### config.mk
export PLATFORM = sky130hd
export DESIGN_NAME = axis_word_unpacker_flat
export DESIGN_NICKNAME = d
export VERILOG_FILES = /design/src/rtl/axis_word_unpacker_if.sv /design/src/rtl/axis_word_unpacker.sv /design/src/flat_wrapper.sv
export SDC_FILE = /design/constraint.sdc
export NUM_CORES = 1
export LEC_CHECK = 0
export ABC_CLOCK_PERIOD_IN_PS = 1900
export BUFFER_PORTS_ARGS = -buffer_cell sky130_fd_sc_hd__buf_4
export CAP_MARGIN = 10
export CORE_MARGIN = 5
export CORE_UTILIZATION = 40
export CTS_CLUSTER_DIAMETER = 60
export CTS_CLUSTER_SIZE = 25
export DETAILED_ROUTE_END_ITERATION = 7
export PLACE_DENSITY = 0.65
export SYNTH_ARGS = -nofsm -noshare
export SYNTH_HDL_FRONTEND = slang
export SYNTH_SLANG_ARGS = --single-unit
### constraint.sdc
create_clock -name aclk -period 1.9 [get_ports aclk]
set_input_delay 0.19 -clock aclk [delete_from_list [all_inputs] [get_ports aclk]]
set_output_delay 0.19 -clock aclk [all_outputs]
set_load 0.01 [all_outputs]
### src/rtl/axis_word_unpacker_if.sv
// Handshake bundle for the word unpacker: wide word in, byte stream out.
// slave = unpacker side, master = the environment driving and consuming it.
interface axis_word_unpacker_if #(
    parameter int nb = 40
);
    logic [nb-1:0] in_tdata;
    logic          in_tvalid;
    logic          in_tready;
    logic [7:0]    out_tdata;
    logic          out_tvalid;
    logic          out_tready;
    logic          out_tlast;

    modport slave (
        input  in_tdata, in_tvalid, out_tready,
        output in_tready, out_tdata, out_tvalid, out_tlast
    );

    modport master (
        output in_tdata, in_tvalid, out_tready,
        input  in_tready, out_tdata, out_tvalid, out_tlast
    );
endinterface

### src/rtl/axis_word_unpacker.sv
// Splits one nb-bit word into n byte beats, tlast on the final byte; first byte valid the cycle after accept.
// Stalled outputs hold stable; a new word is taken in the same cycle the last byte leaves, so no bubbles.
module axis_word_unpacker #(
    parameter int n         = 5,
    parameter int nb        = n * 8,
    parameter bit MSB_FIRST = 1'b1
) (
    input  logic                 aclk,
    input  logic                 aresetn,
    axis_word_unpacker_if.slave  bus
);
    localparam int             IW   = (n > 1) ? $clog2(n) : 1;
    localparam logic [IW-1:0]  LAST = IW'(n - 1);

    logic [nb-1:0]       word_q, word_d;
    logic [IW-1:0]       idx_q, idx_d;
    logic                full_q, full_d;

    logic                last;
    logic                in_rdy;
    logic                in_acc;
    logic                out_acc;
    logic [IW-1:0]       sel;
    logic [n-1:0][7:0]   word_bytes;

    assign last       = (idx_q == LAST);
    assign word_bytes = word_q;

    // state register
    always_ff @(posedge aclk) begin
        if (!aresetn) begin
            word_q <= '0;
            idx_q  <= '0;
            full_q <= 1'b0;
        end else begin
            word_q <= word_d;
            idx_q  <= idx_d;
            full_q <= full_d;
        end
    end

    // next state
    always_comb begin
        word_d  = word_q;
        idx_d   = idx_q;
        full_d  = full_q;
        in_acc  = bus.in_tvalid & in_rdy;
        out_acc = full_q & bus.out_tready;
        if (!full_q) begin
            if (in_acc) begin
                word_d = bus.in_tdata;
                idx_d  = '0;
                full_d = 1'b1;
            end
        end else if (out_acc) begin
            if (!last) begin
                idx_d = idx_q + IW'(1);
            end else if (in_acc) begin
                // last byte leaves and the next word lands in the same edge
                word_d = bus.in_tdata;
                idx_d  = '0;
            end else begin
                full_d = 1'b0;
                idx_d  = '0;
            end
        end
    end

    // outputs: only in_tready sees a combinational input (out_tready)
    always_comb begin
        in_rdy         = aresetn & (~full_q | (bus.out_tready & last));
        sel            = MSB_FIRST ? (LAST - idx_q) : idx_q;
        bus.in_tready  = in_rdy;
        bus.out_tvalid = full_q;
        bus.out_tlast  = full_q & last;
        bus.out_tdata  = word_bytes[sel];
    end
endmodule

### src/flat_wrapper.sv
// flat-port wrapper written by rule: the top's interface ports become plain ports
module axis_word_unpacker_flat 
#(
    parameter int n         = 5,
    parameter int nb        = n * 8,
    parameter bit MSB_FIRST = 1'b1
)
  (aclk, aresetn, bus_in_tdata, bus_in_tvalid, bus_out_tready, bus_in_tready, bus_out_tdata, bus_out_tvalid, bus_out_tlast);
  axis_word_unpacker_if #(.nb(nb)) bus_i ();
  input  logic aclk;
  input  logic aresetn;
  input wire logic [$bits(bus_i.in_tdata)-1:0] bus_in_tdata;
  input wire logic [$bits(bus_i.in_tvalid)-1:0] bus_in_tvalid;
  input wire logic [$bits(bus_i.out_tready)-1:0] bus_out_tready;
  output wire logic [$bits(bus_i.in_tready)-1:0] bus_in_tready;
  output wire logic [$bits(bus_i.out_tdata)-1:0] bus_out_tdata;
  output wire logic [$bits(bus_i.out_tvalid)-1:0] bus_out_tvalid;
  output wire logic [$bits(bus_i.out_tlast)-1:0] bus_out_tlast;
  assign bus_i.in_tdata = bus_in_tdata;
  assign bus_i.in_tvalid = bus_in_tvalid;
  assign bus_i.out_tready = bus_out_tready;
  assign bus_in_tready = bus_i.in_tready;
  assign bus_out_tdata = bus_i.out_tdata;
  assign bus_out_tvalid = bus_i.out_tvalid;
  assign bus_out_tlast = bus_i.out_tlast;
  axis_word_unpacker #(.n(n), .nb(nb), .MSB_FIRST(MSB_FIRST)) u_core (.aclk(aclk), .aresetn(aresetn), .bus(bus_i));
endmodule
---- Word-level counts from Yosys, hierarchy flattened ----
Cells that the tools add are included.
cells by class
  reduce and logical (&&, ||, !) cells .... 3
  eq/ne operators ......................... 3
  add/subtract/negate cells ............... 2
  multiplexer cells ....................... 14
  magnitude comparators ................... 1
  bitwise operators ....................... 7
operators by type and width
  cell                   number
  $mux W40               4
  $bmux W8 S3            1
  $mux W3                4
  $mux W8                1
  $and A1 B1 Y1          5
  $lt A3 B4 Y1 const B   1
  $mux W1                4
  $ne A2 B2 Y1 const B   2
  $reduce_and A2 Y1      2
  $add A3 B1 Y3 const B  1
  $eq A3 B3 Y1 const B   1
  $sub A3 B3 Y3 const A  1
  $reduce_bool A2 Y1     1
  $not A1 Y1             1
  $or A1 B1 Y1           1
word-level totals
  word-level logic and storage cells ...... 33
  output and inout port bits .............. 11
  input port bits ......................... 44
  register bits after elaboration ......... 44

---- Logic depth before layout (Yosys ltp) ----
  word-level depth ........................ 9
  depth in mapped cells ................... 10

---- Worst setup path before layout ----
Ideal clock, no wire load.
  kind .................................... register -> output
  start ................................... register u_core.idx_q[0]
  end ..................................... output bus_out_tdata[2]
  slack ................................... -0.239 ns
  data required time ...................... 1.710 ns
  data arrival time ....................... 1.949 ns
  stages on the path, launching flop included .. 11
  path through ............................ dfxtp_1 -> buf_4 -> buf_2 -> inv_1 -> ha_1 -> ha_1 -> buf_4 -> buf_6 -> buf_2 -> o21ai_0 -> o21a_1
between the ends
  word-level cells in the longest chain between the ends .. 3
ends and longest elaborated chain
  what                           line                      text
  start, declared                axis_word_unpacker.sv:16  logic [IW-1:0] idx_q, idx_d;
  start signal, assigned         axis_word_unpacker.sv:37  idx_q <= idx_d;
  $sub A3 B3 Y3                  axis_word_unpacker.sv:72  sel = MSB_FIRST ? (LAST - idx_q) : idx_q;
  $bmux W8 S3                    axis_word_unpacker.sv:76  bus.out_tdata = word_bytes[sel];
  $mux W8 (implied by the code)  axis_word_unpacker.sv:76
  end, declared                  flat_wrapper.sv:16        output wire logic [$bits(bus_i.out_tdata)-1:0] bus_out_tdata;
Every way passes these cells. The select of a mux whose other input is x is not followed.

---- Worst setup path in the final report ----
  start ................................... register u_core.idx_q[0]
  end ..................................... output bus_out_tdata[3]
Same word-level chain as after synthesis.

==> results.cfg <==
[outcome]
status = finished, violations left
violations = negative setup slack

[synth]
netlist_top_cells_count = mux2i_1 (56), nand2_1 (54), dfxtp_1 (44), inv_1 (42)
yosys_warnings = 0
synthCells = 252
synth_seq_cells = 44
synth_area_um2 = 2233
async_reset_ff_share_pct = 0
yosysMostFrequentCell = mux2i_1
synth-edff-count = 0
syn_area_per_cell_um2 = 8.863
netlist.area_leader.share_pct = 39.44
yosys.area.top_type = dfxtp_1
synth_area_leaders = dfxtp_1 (39%), mux2i_1 (25%), nand2_1 (9.1%), inv_1 (7.1%), o21a_1 (3.0%)
synth_cell_types = 21
yosysSeqAreaShare_pct = 39.44
ys_dominant_reg_cell = dfxtp_1
syn-num-nets = 299

[placed_design]
port_buffers = 54
place_congestion = 0.7529
dp.cells = 365
dpl.hpwl_um = 3249
place_ws_ns = 0.04256

[floorplanning]
core_um2 = 5473
start_util_pct = 40.81
io_pins = 55
num_rows = 27
dieArea_um2 = 7177
fp.dieH_um = 84.72
fp.dieW_um = 84.72

[critical_path]
critPathTopFamily = adder cells
slowest_stage = dfxtp_2
crit_top_cell = ha_4
worstSetupStartpointType = flip-flop
critPathMaxStageDelay_ns = 0.36
worstReg2RegStart = u_core.idx_q[1]$_SDFFE_PN0P_
worst_ep_required_time_ns = 1.71
critPathBufInv = 3
cp.arrival_ns = 1.89
path_cells = inv_4, ha_4, ha_4, buf_12, mux2i_2, o22ai_1, o21a_1, buf_6
criticalPathCategory = flip-flop to output port
worstPathMaxFanout = 4
crit_path_end_kind = output port
critPathLaunch = u_core.idx_q[0]$_SDFFE_PN0P_

[clock_network]
ctsHoldBuffers = 0
cts_tree = done
clk_path_buf_depth = 2
cts_made_buffers = 5
clockRootBuffer = clkbuf_8
h-tree-depth = 2
clk_pin_slew_ns = 0.08
numClockSinks = 44
clk_latency_ns = 0.30

[cells_and_area]
diodes = 0
multiInputGateArea_um2 = 1106
final_cells = 379
syn2layout_area_growth_pct = 28.52
fillers = 561
drive_gt1_share_pct = 27.36
regArea_um2 = 883.3
fin_nets = 353

[grt]
grt_pass1_wl_um = 8066
grt_usage_pct = 13.78
antenna_found_initial = 0
gr-total-overflow = 0
grt_pass1_vias = 1823
grt_max_degree = 48

[power_and_ir_drop]
peakVddDrop_v = 0.0004324
power_density_nw_per_um2 = 761.2
finalPower_mw = 2.185
p_leak_nw = 1.329

[drt]
via_count = 1770
drc_errors = 0
first_iter_violations = 109
viasPerCell = 4.670
wirelength_um = 4933
antenna_left = 0
drtPass1Iterations = 4
drt-wirelength-per-cell_um = 13.02

[sta]
fin_crit_sh_pct = 109.5
report.final.hold_viol_count = 0
setup_violations = 9
rsz0062_at_grt = yes
min_period_ns = 2.080
fmax_ghz = 0.4808
worst_pin_slew_ns = 0.7788
finalSetupTns_ns = -1.226
worst_slack_ns = -0.1800
fin_skew_ns = 0.008337
final_max_slew_viol_count = 0
relSlewSlack_pct = 47.96

[worst_hold_path]
hp-start = bus_in_tvalid
hold_path_class = input pin to flip-flop

[flow_run]
cap_violations = 0
routing by layer:
metal,part of all wire [%],GRT usage (%),routed length (um),vias to the layer above
li1,-,-,-,916
met1,44,16.37,2186,805
met2,49,23.99,2419,40
met3,4.9,3.827,240,9
met4,1.8,4.317,87,0
met5,0,0,0,-
flip-flops by register name (all words and copies together) (netlist names):
| register | flops |
|---|---|
| u_core.idx_q | 3 |
| u_core.word_bytes | 40 |
| u_core.bus.out_tvalid | 1 |
cells in the final DEF, fill, tap and decap left out, types with 2 or more instances in the layout:
master    count
o21ai_0       7
buf_6        10
mux2i_1      55
o22ai_1      10
buf_4        51
dfxtp_1      42
o21a_1        9
o21ai_1       3
clkbuf_8      5
nand2_1      54
dfxtp_2       2
ha_4          2
inv_1        40
timing repair:
item / CTS / global route
endpoints found under the setup margin: 8 / 32
gates cloned: 0 / 1
gates resized for setup: 11 / 5
setup buffers: 5 / 0
pin swaps: 7 / 8
cells by family (layout without fill, tap and decap cells):
logic type | count (synthesis) | count (layout) | synth area share (%)
AOI/OAI and AO/OA | 31 | 31 | 9.188
adders and majority gates | 3 | 3 | 1.681
buffers and inverters | 58 | 112 | 12.83
DFF | 44 | 44 | 39.44
muxes | 56 | 56 | 25.10
and+or+nand+nor | 60 | 61 | 11.77
metrics by stage:
stage	cell area [um2]	util (%)	hold slack, ns
after detailed placement	2651	48.45	0.4186
after floorplan	2282	-	0.3141
after global placement	2651	48.45	0.4146
after global routing	2870	52.45	0.1155
final	2870	52.45	0.1103
after CTS	2844	51.97	0.1070
path summary, 6_finish.rpt:
check	end	slack, ns	depth (start not counted)
worst max-delay path	bus_out_tdata[3]	-0.18	8
worst max register to register	u_core.word_bytes[28]$_SDFFE_PN0P_	0.16	6
worst min register to register	u_core.word_bytes[22]$_SDFFE_PN0P_	0.46	2
worst min-delay path	u_core.bus.out_tvalid$_SDFF_PN0_	0.11	2
cell type report:
class,count,area share [%]
sequential,44,30.78
multi-input combinational,151,38.54
timing repair buffer,62,17.96
clock buffer,5,2.398
clock inverter,3,1.613
tap,72,3.139
inverter,42,5.580
worst reg2reg max path, delay by kind of cell, from the launching register on:
family / cells / cell delay, ns
AO/OA/AOI/OAI: 1 / 0.10
AND/OR/NAND/NOR: 1 / 0.61
flip-flops: 1 / 0.33
multiplexers: 1 / 0.27
buffers and inverters: 1 / 0.06
adder cells (fa/ha/maj): 2 / 0.30
power breakdown:
part           total [mW]  internal [mW]  switching, mW  leakage (nW)
clock               0.730          0.396          0.334        0.0548
combinational       0.433          0.240          0.193         0.911
sequential           1.02          0.986         0.0358         0.363
No activity file was read; power rests on OpenSTA's default activity.
